[config.mk]
export PLATFORM = sky130hd
export DESIGN_NAME = neuron_lut_loader
export DESIGN_NICKNAME = d
export VERILOG_FILES = /design/src/rtl/neuron_lut_loader.sv
export SDC_FILE = /design/constraint.sdc
export NUM_CORES = 1
export LEC_CHECK = 0
export CORE_ASPECT_RATIO = 0.9
export CORE_MARGIN = 4
export CORE_UTILIZATION = 56
export CTS_BUF_LIST = sky130_fd_sc_hd__clkbuf_16
export DETAILED_ROUTE_END_ITERATION = 8
export PLACE_DENSITY = 0.71
export SLEW_MARGIN = 10
export SYNTH_ARGS = -nofsm -noshare
export SYNTH_HDL_FRONTEND = slang
export SYNTH_SLANG_ARGS = --single-unit
[constraint.sdc]
create_clock -name clk -period 3.99 [get_ports clk]
set_clock_uncertainty 0.2 [all_clocks]
set_input_delay 0.798 -clock clk [delete_from_list [all_inputs] [get_ports clk]]
set_output_delay 0.798 -clock clk [all_outputs]
set_load 0.05 [all_outputs]
[src/rtl/neuron_lut_loader.sv]
// Runtime-loadable LogicNet neuron truth table: streams 2^IN_BITS entries in listing
// order over a valid/ready port, then serves one-cycle registered lookups.
module neuron_lut_loader #(
  parameter int IN_BITS  = 6,
  parameter int OUT_BITS = 2
) (
  input  logic                clk,
  input  logic                rst_n,
  input  logic                load_start,
  input  logic                ld_valid,
  output logic                ld_ready,
  input  logic [OUT_BITS-1:0] ld_data,
  output logic                load_done,
  input  logic                in_valid,
  input  logic [IN_BITS-1:0]  in_addr,
  output logic                out_valid,
  output logic [OUT_BITS-1:0] out_data,
  output logic                lookup_err
);

  localparam int DEPTH = 1 << IN_BITS;

  typedef enum logic [1:0] {IDLE, LOAD, READY} state_t;

  state_t              state, state_nxt;
  logic [IN_BITS:0]    cnt;
  logic [OUT_BITS-1:0] lut [DEPTH];
  logic                wr_en, cnt_clr, last_beat, serve;

  // Listing order has the MSB of the address changing fastest.
  function automatic logic [IN_BITS-1:0] bitrev(input logic [IN_BITS-1:0] k);
    logic [IN_BITS-1:0] r;
    for (int i = 0; i < IN_BITS; i++) r[i] = k[IN_BITS-1-i];
    return r;
  endfunction

  assign last_beat = (cnt == (IN_BITS+1)'(DEPTH - 1));
  assign serve     = in_valid && (state == READY);

  always_ff @(posedge clk or negedge rst_n) begin
    if (!rst_n) state <= IDLE;
    else        state <= state_nxt;
  end

  always_comb begin
    state_nxt = state;
    ld_ready  = 1'b0;
    load_done = 1'b0;
    wr_en     = 1'b0;
    cnt_clr   = 1'b0;
    case (state)
      IDLE: begin
        if (load_start) begin
          state_nxt = LOAD;
          cnt_clr   = 1'b1;
        end
      end
      LOAD: begin
        ld_ready = 1'b1;
        // A restart discards any beat handshaking in the same cycle.
        if (load_start) begin
          cnt_clr = 1'b1;
        end else if (ld_valid) begin
          wr_en = 1'b1;
          if (last_beat) begin
            state_nxt = READY;
            cnt_clr   = 1'b1;
          end
        end
      end
      READY: begin
        load_done = 1'b1;
        if (load_start) begin
          state_nxt = LOAD;
          cnt_clr   = 1'b1;
        end
      end
      default: state_nxt = IDLE;
    endcase
  end

  always_ff @(posedge clk or negedge rst_n) begin
    if (!rst_n)       cnt <= '0;
    else if (cnt_clr) cnt <= '0;
    else if (wr_en)   cnt <= cnt + 1'b1;
  end

  always_ff @(posedge clk or negedge rst_n) begin
    if (!rst_n) begin
      for (int i = 0; i < DEPTH; i++) lut[i] <= '0;
    end else if (wr_en) begin
      lut[bitrev(cnt[IN_BITS-1:0])] <= ld_data;
    end
  end

  // Lookup stage: one-cycle registered read, result held while idle.
  always_ff @(posedge clk or negedge rst_n) begin
    if (!rst_n) begin
      out_valid  <= 1'b0;
      out_data   <= '0;
      lookup_err <= 1'b0;
    end else begin
      out_valid <= serve;
      if (serve) out_data <= lut[in_addr];
      if (in_valid && (state != READY)) lookup_err <= 1'b1;
    end
  end

endmodule

==> flow_metrics.py <==
metrics = {
    "status": {
        "status": "completed",
    },
    "detailed_routing": {
        "avgViaCountPerCell": 6.018,
        "drtIter0Drc": 333,
        "ant_nets": 0,
        "drc": 0,
        "dr.pass1.iters": 4,
        "vias": 4243,
        "wl_um": 14590,
        "wl_per_cell_um": 20.69,
    },
    "power": {
        "p_sw_mw": 0.6858,
        "pwr-share-clk": 0.467,
        "power_frac_seq": 0.476,
        "ir_drop_mv": 0.4190,
        "switching_share": 0.2207,
        "internal_power_mw": 2.421,
        "p_per_area_mw_per_mm2": 404.9,
        "p_leak_nw": 3.737,
        "pwr-share-comb": 0.056,
    },
    "floorplanning": {
        "pin_count": 19,
        "start_util": 0.5699,
        "core_mm2": 0.01203,
        "fp-row-count": 38,
        "die_area_mm2": 0.01408,
        "fp.dieW_um": 124.6,
        "die_y_um": 113.0,
    },
    "clocking": {
        "post_cts_resized": 0,
        "clk_path_buf_depth": 2,
        "htree_levels": 4,
        "cts.clk_slew.worst_paths_ps": 50,
        "cts_made_buffers": 17,
        "post-cts-setup-buffers": 0,
        "cts.sinks": 141,
        "clkLatencyLatePin_ps": 420,
        "hold_buffers": 0,
        "cts_tree": "done",
        "root_buffer": "clkbuf_16",
    },
    "setup_path": {
        "cp-end-kind": "flop",
        "rrSetupSlack_ps": 1350,
        "critical_path.max_stage_delay_ps": 900,
        "worst_path_most_repeated_cell": "nand3_1",
        "crit_type": "in -> reg",
        "crit_path_start_kind": "input pin",
        "cp.required_ps": 4070,
        "cp_cell_sequence": "clkdlybuf4s50_1 -> buf_4 -> mux4_2 -> nand3_1 -> nand3_1 -> a2111oi_0 -> a311oi_1",
        "critical_path_buf_inv_count": 2,
        "critical-path-slowest-cell": "clkdlybuf4s50_1",
        "critPathTopFamily": "buffers and inverters",
        "crit_fanout": 14,
        "worstPathArrival_ps": 3230,
    },
    "synth": {
        "synth_flop_cell": "dfrtp_1",
        "synth_edf_count": 0,
        "synth_top_area_frac": 0.5147,
        "synthMuxAreaShare": 0.3183,
        "synth_largest_area_cell": "dfrtp_1",
        "yosys.area_share.xor_xnor": 0.005110,
        "synth_cells": 524,
        "synth_top_family_by_area": "multiplexers",
        "synth-adder-area-share": 0.01095,
        "netlist_area_mm2": 0.006855,
        "async_flop_share": 1.000,
        "synth_warnings": 0,
        "synth_area_leaders": "dfrtp_1 51%, mux2_1 22%, mux4_2 9.2%",
        "yosys.area_share.simple": 0.09491,
        "yosysUniqueCellTypes": 39,
        "postSynthAreaPerCell_um2": 13.08,
        "ys_seq_area_frac": 0.5147,
        "synth-compound-area-share": 0.02993,
        "yosys_register_bits": 141,
        "syn_nets": 543,
    },
    "finish": {
        "utilization": 0.6379,
        "layout-drive-gt1-share": 0.1248,
        "nets": 552,
        "fill_cells": 902,
        "area_growth_pct": 11.94,
        "fin_cells": 705,
        "antenna_cells": 0,
    },
    "sta": {
        "worst_pin_slew_ps": 1065,
        "period_needed_ps": 3143,
        "fmax_ghz": 0.3181,
        "fin_crit_sh": 0.7878,
        "setup_violations": 0,
        "hold_violations": 0,
        "final-max-slew-violation-count": 0,
        "finalSetupTns_ps": 0,
        "rsz0062_at_grt": "no",
        "relSlewSlack": 0.2897,
    },
    "grt": {
        "grt_max_degree": 94,
        "grt_antenna_before_repair": 0,
        "grt_pass1_wl_um": 24710,
        "grt_overflow": 0,
        "grt_pass1_vias": 4477,
        "grt_usage": 0.2278,
    },
    "placement": {
        "hpwl_um": 9918,
        "gp_congestion": 0.8185,
        "dp_cells": 674,
        "io_buffer_count": 18,
    },
    "flow_run": {
        "max-cap-violations": 0,
    },
    "hold_path": {
        "hold_path_class": "in -> async",
    },
}
[layer usage]
layer / vias up / track usage / wire length (um)
met5: - / 0 / 0
li1: 1911 / - / -
met1: 2218 / 0.3202 / 6539
met4: 0 / 0.06866 / 210
met3: 20 / 0.05899 / 721
met2: 94 / 0.3552 / 7113
[registers in the layout (all words and copies together), names as in the netlist]
register and cells:
cnt 7, lookup_err 1, lut 128, out_data 2
out_valid 1, state 2
[placed cells by master, fill, tap and decap left out, types with 3 or more instances in the layout]
| master | instances |
|---|---|
| a2111oi_0 | 4 |
| a211oi_1 | 7 |
| a21oi_1 | 7 |
| and2_1 | 5 |
| and3_1 | 7 |
| buf_2 | 3 |
| buf_4 | 7 |
| clkbuf_16 | 17 |
| clkdlybuf4s50_1 | 14 |
| clkinv_1 | 3 |
| clkinv_2 | 4 |
| dfrtp_1 | 141 |
| ha_1 | 6 |
| inv_1 | 8 |
| mux2_1 | 136 |
| mux4_2 | 28 |
| nand2_1 | 63 |
| nand2b_1 | 3 |
| nand3_1 | 7 |
| nor2_1 | 22 |
| nor2b_1 | 13 |
| nor3_1 | 3 |
| o21ai_0 | 3 |
| xor2_1 | 3 |
[stage by stage]
step                instance area (um2)  setup slack [ps]  power [mW]  hold slack (ps)
global route                       7674             652.4       3.234            296.6
detailed placement                 7134             383.4       1.682            265.1
finish                             7674             846.6       3.107            238.0
floorplan                          6855              1463       1.604            252.4
CTS                                7674             828.9       3.137            281.3
global placement                   7134             500.0       1.675            256.9
[worst paths after layout]
| check | startpoint | to | cells past startpoint |
|---|---|---|---|
| worst max-delay path | in_addr[0] | out_data[0] | 7 |
| worst min-delay path | rst_n | lut[109] | 1 |
| worst max register to register | cnt[3] | cnt[2] | 5 |
| worst min register to register | lookup_err | lookup_err | 1 |
| max in group asynchronous | rst_n | lut[61] | 2 |
| min in group clk | lookup_err | lookup_err | 1 |
[cell usage after synthesis (3+ instances only)]
library cell,count
dfrtp_1,141
mux2_1,136
nand2_1,63
mux4_2,28
clkbuf_1,22
nor2_1,22
nor2b_1,13
buf_2,8
a211oi_1,7
a21oi_1,7
and3_1,7
nand3_1,7
ha_1,6
and2_1,5
a2111oi_0,4
buf_4,4
inv_1,4
nand2b_1,3
nor3_1,3
o21ai_0,3
xor2_1,3
[power groups by stage]
stage	combinational [mW]	sequential (mW)	clock [mW]
6_report	0.175	1.48	1.45
5_1_grt	0.197	1.48	1.56
4_1_cts	0.178	1.48	1.48
3_5_place_dp	0.178	1.50	0
3_3_place_gp	0.173	1.50	0
2_1_floorplan	0.106	1.50	0
[logic make-up after synthesis]
group           Yosys count
flops                   141
compound gates           30
fa+ha+maj                 6
simple gates            136
xor+xnor                  4
mux                     166
buf+inv                  41
[layout make-up]
type                            count  area [um2]  share of cell area
Clock buffer                       17       425.4             0.05544
Clock inverter                     14       113.9             0.01484
Inverter                            5       18.77            0.002446
Multi-Input combinational cell    342        3148              0.4102
Sequential cell                   141        3528              0.4598
Tap cell                          160       200.2             0.02609
Timing Repair Buffer               26       239.0             0.03114
[worst reg2reg max path: cells and delay by family (launching register included)]
family / cells / cell delay, ps
flops: 1 / 600
compound gates: 3 / 680
simple gates: 2 / 1010
No activity file was read; power rests on OpenSTA's default activity.
